===== src/rtl/nn_pkg.sv =====
// ============================================================================
// Module : nn_pkg
// Shared types and requantization constants for the neuron datapath.
// Rev    : 1.0  initial release
// ============================================================================
`default_nettype none

package nn_pkg;

  typedef enum logic [1:0] {
    IDLE  = 2'd0,
    ACCUM = 2'd1,
    FINAL = 2'd2,
    OUT   = 2'd3
  } state_t;

  localparam int NN_WIDTH = 8;
  localparam int NN_IFR   = 4;
  localparam int NN_OFR   = 5;

  function automatic int rnd_const(input int d);
    return (d > 0) ? (1 << ((d > 0) ? d - 1 : 0)) : 0;
  endfunction

  function automatic int sat_max(input int w);
    return (1 << (w - 1)) - 1;
  endfunction

  function automatic int sat_min(input int w);
    return -(1 << (w - 1));
  endfunction

  localparam int D       = NN_OFR - NN_IFR;
  localparam int RND     = rnd_const(D);
  localparam int SAT_MAX = sat_max(NN_WIDTH);
  localparam int SAT_MIN = sat_min(NN_WIDTH);

endpackage

`default_nettype wire


===== src/rtl/neuron_accum_requant_sat.sv =====
// ============================================================================
// Module : requant_sat
// Combinational shift / round-half-up / optional ReLU (NEURON_ACCUM_RELU_EN) /
// saturate from an AWIDTH accumulator down to a WIDTH activation.
// Rev    : 1.0  initial release
// ============================================================================
`default_nettype none

module requant_sat
  import nn_pkg::*;
#(
  parameter int WIDTH  = NN_WIDTH,
  parameter int AWIDTH = 24,
  parameter int SHIFT  = D
) (
  input  logic signed [AWIDTH-1:0] acc,
  output logic        [WIDTH-1:0]  y_next,
  output logic                     clamp
);

  // One guard bit for the rounding add, plus room for a left shift.
  localparam int SH = (SHIFT < 0) ? -SHIFT : 0;
  localparam int EW = AWIDTH + 1 + SH;

  localparam logic signed [EW-1:0] MAXV = EW'(sat_max(WIDTH));
  localparam logic signed [EW-1:0] MINV = EW'(sat_min(WIDTH));
  localparam logic [WIDTH-1:0] YMAX = {1'b0, {(WIDTH-1){1'b1}}};
  localparam logic [WIDTH-1:0] YMIN = {1'b1, {(WIDTH-1){1'b0}}};

  logic signed [EW-1:0] ext;
  logic signed [EW-1:0] shifted;
  logic signed [EW-1:0] relu_v;

  assign ext = EW'(acc);

  generate
    if (SHIFT > 0) begin : g_round
      localparam logic signed [EW-1:0] RV = EW'(rnd_const(SHIFT));
      assign shifted = (ext + RV) >>> SHIFT;
    end else if (SHIFT < 0) begin : g_lshift
      assign shifted = ext <<< SH;
    end else begin : g_pass
      assign shifted = ext;
    end
  endgenerate

`ifdef NEURON_ACCUM_RELU_EN
  assign relu_v = shifted[EW-1] ? '0 : shifted;
`else
  assign relu_v = shifted;
`endif

  always_comb begin
    clamp  = 1'b0;
    y_next = relu_v[WIDTH-1:0];
    if (relu_v > MAXV) begin
      y_next = YMAX;
      clamp  = 1'b1;
    end else if (relu_v < MINV) begin
      y_next = YMIN;
      clamp  = 1'b1;
    end
  end

endmodule

`default_nettype wire


===== src/rtl/neuron_accum.sv =====
// ============================================================================
// Module : neuron_accum
// Accumulates macfp partial sums on a bias, then requantizes to one activation.
// Optional ReLU via NEURON_ACCUM_RELU_EN. Rev : 1.0  initial release
// ============================================================================
`default_nettype none

module neuron_accum
  import nn_pkg::*;
#(
  parameter int WIDTH  = NN_WIDTH,
  parameter int IFR    = NN_IFR,
  parameter int OFR    = NN_OFR,
  parameter int CW     = 8,
  parameter int AWIDTH = 24
) (
  input  logic                 clk,
  input  logic                 rst,
  input  logic                 start,
  output logic                 ack,
  input  logic [CW-1:0]        nchunks,
  input  logic [2*WIDTH-1:0]   bias,
  input  logic [2*WIDTH-1:0]   mac_acc,
  input  logic                 mac_done,
  output logic [WIDTH-1:0]     y,
  output logic                 done,
  output logic                 busy,
  output logic                 ovf
);

  generate
    if (AWIDTH < 2*WIDTH + CW) begin : g_awidth_chk
      $error("neuron_accum: AWIDTH must be >= 2*WIDTH+CW");
    end
  endgenerate

  state_t                    state;
  logic signed [AWIDTH-1:0]  acc;
  logic        [CW-1:0]      count;
  logic signed [AWIDTH-1:0]  bias_ext;
  logic signed [AWIDTH-1:0]  part_ext;
  logic        [WIDTH-1:0]   y_next;
  logic                      clamp;

  assign bias_ext = AWIDTH'($signed(bias));
  assign part_ext = AWIDTH'($signed(mac_acc));
  assign busy     = (state != IDLE);

  requant_sat #(
    .WIDTH  (WIDTH),
    .AWIDTH (AWIDTH),
    .SHIFT  (OFR - IFR)
  ) u_requant (
    .acc    (acc),
    .y_next (y_next),
    .clamp  (clamp)
  );

  always_ff @(posedge clk or posedge rst) begin
    if (rst) begin
      state <= IDLE;
      acc   <= '0;
      count <= '0;
      y     <= '0;
      ack   <= 1'b0;
      done  <= 1'b0;
      ovf   <= 1'b0;
    end else begin
      ack  <= 1'b0;
      done <= 1'b0;
      case (state)
        IDLE: begin
          if (start) begin
            acc   <= bias_ext;
            count <= nchunks;
            ovf   <= 1'b0;
            ack   <= 1'b1;
            state <= (nchunks != '0) ? ACCUM : FINAL;
          end
        end
        ACCUM: begin
          if (mac_done) begin
            acc   <= acc + part_ext;
            count <= count - 1'b1;
            if (count == CW'(1)) state <= FINAL;
          end
        end
        FINAL: begin
          y     <= y_next;
          if (clamp) ovf <= 1'b1;
          done  <= 1'b1;
          state <= OUT;
        end
        OUT: begin
          state <= IDLE;
        end
        default: state <= IDLE;
      endcase
    end
  end

endmodule

`default_nettype wire

===== config.mk =====
export PLATFORM = sky130hd
export DESIGN_NAME = neuron_accum
export DESIGN_NICKNAME = d
export VERILOG_FILES = /design/src/rtl/nn_pkg.sv /design/src/rtl/neuron_accum_requant_sat.sv /design/src/rtl/neuron_accum.sv
export SDC_FILE = /design/constraint.sdc
export NUM_CORES = 1
export LEC_CHECK = 0
export BUFFER_PORTS_ARGS = -buffer_cell sky130_fd_sc_hd__buf_2
export CAP_MARGIN = 20
export CORE_MARGIN = 10
export CORE_UTILIZATION = 25
export DETAILED_ROUTE_END_ITERATION = 10
export PLACE_DENSITY = 0.46
export SYNTH_ARGS = -nofsm -noshare
export SYNTH_HDL_FRONTEND = slang
export SYNTH_SLANG_ARGS = --single-unit

===== constraint.sdc =====
create_clock -name clk -period 5.2 [get_ports clk]
set_input_delay 0.26 -clock clk [delete_from_list [all_inputs] [get_ports clk]]
set_output_delay 0.26 -clock clk [all_outputs]
set_load 0.1 [all_outputs]

# == Word level (Yosys, flattened, before mapping) ==
# Cells that the tools add are included.
# classes
muxes,21
n_addsub,3
eq_ne,8
n_reduce_logical,8
n_lt_le_gt_ge,2
# op_table
operator,n
24-bit 2-to-1 mux,2
24-bit one-hot mux with 2 select lines,1
8-bit 2-to-1 mux,4
24-bit by 2-bit adder with 25-bit output (second input constant),1
24-bit by 16-bit adder with 24-bit output,1
24-bit by 8-bit > comparator with 1-bit output (second input constant),1
24-bit by 8-bit < comparator with 1-bit output (second input constant),1
8-bit one-hot mux with 2 select lines,1
3-bit AND reduction,3
8-bit by 1-bit equality test with 1-bit output (second input constant),1
2-bit 2-to-1 mux,4
2-bit != test (second input constant),4
2-bit one-hot mux with 4 select lines,1
8-bit nonzero test,1
8-bit by 1-bit subtractor with 8-bit output (second input constant),1
1-bit 2-to-1 mux,7
2-bit nonzero test,3
2-bit equality test (second input constant),2
2-bit by 1-bit equality test with 1-bit output (second input constant),1
2-bit logical NOT,1
1-bit one-hot mux with 2 select lines,1
# totals
reg_bits,45
out_inout_bits,12
in_bits,44
wordCells,49

# == Depth between registers and ports, before layout ==
# logic_depth
ltp_word,6
ltp_mapped,12
ltp_nobuf,12

# == Cells and area by module ==
# From an unflattened synthesis, not the netlist that was laid out.
# hier_totals
hier_cells,503
hier_area_um2,4120.2
# by_module_without_submodules
module,seq_area_each_um2,instances,area_per_inst_um2,cells_each
neuron_accum,1126.1,1,3404.5,395
requant_sat,0.0,1,715.7,108

# == Worst setup path after synthesis ==
# Ideal clock, no wire load.
# synth_timing
path_kind,register -> register
startpoint,register acc[0]
endpoint,register acc[22]
setup_slack_ns,2.663
t_arrival_ns,2.413
stages_incl_launch_ff,13
required_time_ns,5.076
period_less_slack_ns,2.537
path_buffers,0
setup_time_ns,0.124
cell_sequence,dfrtp_1 -> ha_1 -> inv_1 -> fa_1 -> nor2b_1 -> o21ai_0 -> a21o_1 -> a211o_1 -> a21oi_1 -> o41ai_1 -> o21ai_0 -> mux2i_1 -> a211o_1
# synth_via
elab_chain_cells,3
# synth_rtl
element,line_no,rtl
"start, declared",neuron_accum.sv:38,logic signed [AWIDTH-1:0] acc;
"start signal, assigned",neuron_accum.sv:74,acc <= bias_ext;
"start signal, assigned",neuron_accum.sv:83,acc <= acc + part_ext;
24-bit by 16-bit adder with 24-bit output,neuron_accum.sv:83,
24-bit 2-to-1 mux,neuron_accum.sv:82,if (mac_done) begin
24-bit one-hot mux with 2 select lines,neuron_accum.sv:71,case (state)
# No other way between the ends. The select of a mux whose other input is x is not followed.
# A chain may end at the register's enable or synchronous reset.

# == Final worst setup path ==
# layout_timing
startpoint,register acc[1]
endpoint,register ovf
# layout_via
elab_chain_cells,6
word_cells_on_any_way,7
classes_between,add/sub (1); order compare (2); eq/ne (1); mux (2); reduce/logical (1)
# layout_rtl
element,line_no,rtl
24-bit by 2-bit adder with 25-bit output (*),neuron_accum_requant_sat.sv:39,assign shifted = (ext + RV) >>> SHIFT;
24-bit by 8-bit < comparator with 1-bit output,neuron_accum_requant_sat.sv:59,end else if (relu_v < MINV) begin
1-bit 2-to-1 mux,neuron_accum_requant_sat.sv:59,
1-bit 2-to-1 mux (*),neuron_accum_requant_sat.sv:56,if (relu_v > MAXV) begin
2-bit != test (no source line) (*),--,
3-bit AND reduction (no source line) (*),--,
"end signal, assigned",neuron_accum.sv:67,ovf <= 1'b0;
"end signal, assigned",neuron_accum.sv:76,ovf <= 1'b0;
"end signal, assigned",neuron_accum.sv:90,if (clamp) ovf <= 1'b1;
"end, declared",neuron_accum.sv:28,output logic ovf
# Every way passes the cells marked *; elsewhere a longest branch is shown, timed or not.

==> impl_metrics.csv <==
group,metric,value,unit
synthesis,synthTopCellsByArea,"dfrtp_1 (28%), ha_1 (9.1%), a21oi_1 (5.8%)",
placed_design,port_buffers,55,
clock_network,path_clk_slew,0.06,ns
floorplan,fp.dieW,146,um
synthesis,synth_edf_count,0,
route,wl_per_cell,15.5,um
clock_network,post_cts_buffers,0,
global_routing,grt_max_degree,46,
clock_network,cts_buffers,5,
worst_setup_path,worstSetupStartpointType,"register",
timing,fmax,325,MHz
clock_network,h-tree-depth,2,
clock_network,ctsResizeCount,0,
worst_setup_path,cp-end-kind,"register",
synthesis,syn_area_per_cell,8.05,sq um
global_routing,grt_util_all_layers,10.9,%
run_status,violations,"hold timing",
floorplan,dieHeight,146,um
run_status,status,"complete, but fails checks",
timing,finClkSkew,0.00737,ns
route,antenna_left,0,
timing,post-route-period-util,59.2,%
job,cap_violations,0,
floorplan,core_area,0.0158,sq mm
global_routing,grt_overflow,0,
cells_and_area,n_fill_cell,1744,
synthesis,synth-seq-cells,45,
route,drt_iter0_drc,279,
power_and_ir_drop,peakVddDrop,0.203,mV
synthesis,ys_seq_area_share,28.2,%
floorplan,start_util,25.3,%
worst_setup_path,cp.arrival,3.26,ns
cells_and_area,nets,618,
floorplan,rows,46,
clock_network,cts_hold_buf,0,
timing,fin_crit,3.08,ns
synthesis,syn_nets,569,
worst_setup_path,worst-path-max-fanout,8,
synthesis,synth.most_common_cell,"nand2_1",
timing,tightestPinTransition,0.751,ns
synthesis,synth_ff_type,"dfrtp_1",
placed_design,dp_hpwl,9080,um
cells_and_area,layout.area.seq,0.00113,sq mm
route,drc,0,
timing,finalHoldViolations,15,
route,vias,3796,
global_routing,grt_pass1_vias,3806,
timing,timing.hold.ws,-0.00908,ns
clock_network,cts_tree,"done",
timing,setup_tns,0,ns
timing,rsz0062_at_grt,"false",
cells_and_area,area_growth,16.6,%
placed_design,place.gp.congestion,0.847,
route,viasPerCell,4.99,
worst_setup_path,cp.required,5.38,ns
clock_network,cts.sinks,45,
cells_and_area,multi_input_area,0.00270,sq mm
global_routing,antenna_found_initial,0,
floorplan,pin_count,56,
power_and_ir_drop,power,3.08,mW
placed_design,placed_cell_area,0.00449,sq mm
synthesis,yosysWarnings,0,
cells_and_area,design_area,0.00465,sq mm
worst_setup_path,path_class,"reg2reg",
synthesis,synth-async-reset-ratio,100,%
floorplan,dieArea,0.0214,sq mm
worst_hold_path,min_path_type,"in2async",
synthesis,synth_top_area_share,28.2,%
route,drt_wl_total,11800,um
synthesis,synth_top_area_cell,"dfrtp_1",
synthesis,yosysUniqueCellTypes,60,
timing,setup_viol,0,
cells_and_area,diodes,0,
clock_network,clockBufferDepth,2,
timing,max_slew_margin,49.8,%
synthesis,synthTopCellsByCount,"nand2_1 (56), a21oi_1 (46), o21ai_0 (46), dfrtp_1 (45), nor2_1 (34)",
power_and_ir_drop,p_per_area,663,mW/mm^2
route,first_pass_iters,4,
global_routing,grt_pass1_wl,19700,um
clock_network,clock_latency,0.30,ns
cells_and_area,drive_gt1_share,15.2,%
synthesis,syn_inst,495,
timing,finalMaxSlewViolations,0,
clock_network,root_buffer,"clkbuf_16",
power_and_ir_drop,p_leak,1.94,nW
synthesis,syn_area,0.00399,sq mm
## cells in the final DEF (no fill, tap or decap), types with 5 or more instances in the layout
master	count
buf_2	55
inv_1	25
nand2_1	56
nand2b_1	7
nor2b_1	5
nor3_1	6
and2_1	5
ha_1	28
nor2_1	34
o21ai_0	46
a21oi_1	46
o211ai_1	7
xnor2_1	22
and3_1	6
a21boi_0	5
clkbuf_16	5
nand4_1	10
a31oi_1	8
o22ai_1	9
dfrtp_1	45
mux2i_1	15
nand3_1	19
o31ai_1	5
a21o_1	9
## per-layer routing
| metal | track usage [%] | wire length (um) | up-vias |
|---|---|---|---|
| met5 | 0 | 0 | - |
| met4 | 3.25 | 144 | 0 |
| met3 | 2.13 | 411 | 8 |
| li1 | - | - | 1921 |
| met2 | 18.3 | 5540 | 47 |
| met1 | 13.8 | 5730 | 1820 |
## through the flow
step / util (%) / cells / setup slack, ns / hold WS [ns]
4_1_cts: 29.3 / 760 / 2.07 / 0.174
3_5_place_dp: 28.5 / 752 / 2.10 / 0.482
6_report: 29.5 / 761 / 2.12 / -0.00908
3_3_place_gp: 28.5 / 752 / 2.10 / 0.499
5_1_grt: 29.5 / 761 / 1.80 / 0.0382
2_1_floorplan: - / 495 / 2.66 / 0.377
## sequential cells by signal, indices dropped and copies added, names as in the netlist
register,cells
count,8
ack,1
done,1
state,2
y,8
acc,24
ovf,1
## report_power, final
part	internal (mW)	switching (mW)
logic	0.711	1.27
clock network	0.177	0.141
registers	0.527	0.255
total	1.41	1.67
## final timing paths
path | start | endpoint | slack (ns) | depth (start not counted)
setup reg to reg | acc[1] | ovf | 2.12 | 10
max in group asynchronous | rst | acc[6] | 4.69 | 3
hold / removal | rst | count[6] | -0.009 | 2
min in group clk | start | ack | 0.18 | 3
hold reg to reg | state[1] | state[1] | 0.52 | 2
setup / recovery | acc[1] | ovf | 2.12 | 10
## critical path, stage by stage, from the launching register on
cell      delay [ns]
dfrtp_1         0.40
ha_1            0.27
nand4_1         0.40
nor4_4          0.59
nand2_1         0.16
nor3_1          0.15
a21oi_1         0.06
o32ai_1         0.28
a41oi_2         0.32
o211ai_1        0.26
nand2_1         0.06
## layout make-up
type	instances	share of cell area [%]
multi-input combinational	408	58.2
clock inverter	2	0.215
clock buffer	6	2.77
inverter	26	2.10
timing repair buffer	58	6.68
tap	216	5.82
sequential	45	24.2
## cells by family (layout without fill, tap and decap cells)
kind of cell               count (synthesis)  count (layout)  synth area share, %
and+or+nand+nor                          176             176                 23.0
DFF                                       45              45                 28.2
buffers and inverters                     42              92                 3.99
muxes                                     17              17                 4.33
AOI/OAI and AO/OA                        161             161                 25.6
xor gates and xnor gates                  24              24                 5.27
adders and majority gates                 30              30                 9.60
Power figures use the tool's default switching activity.
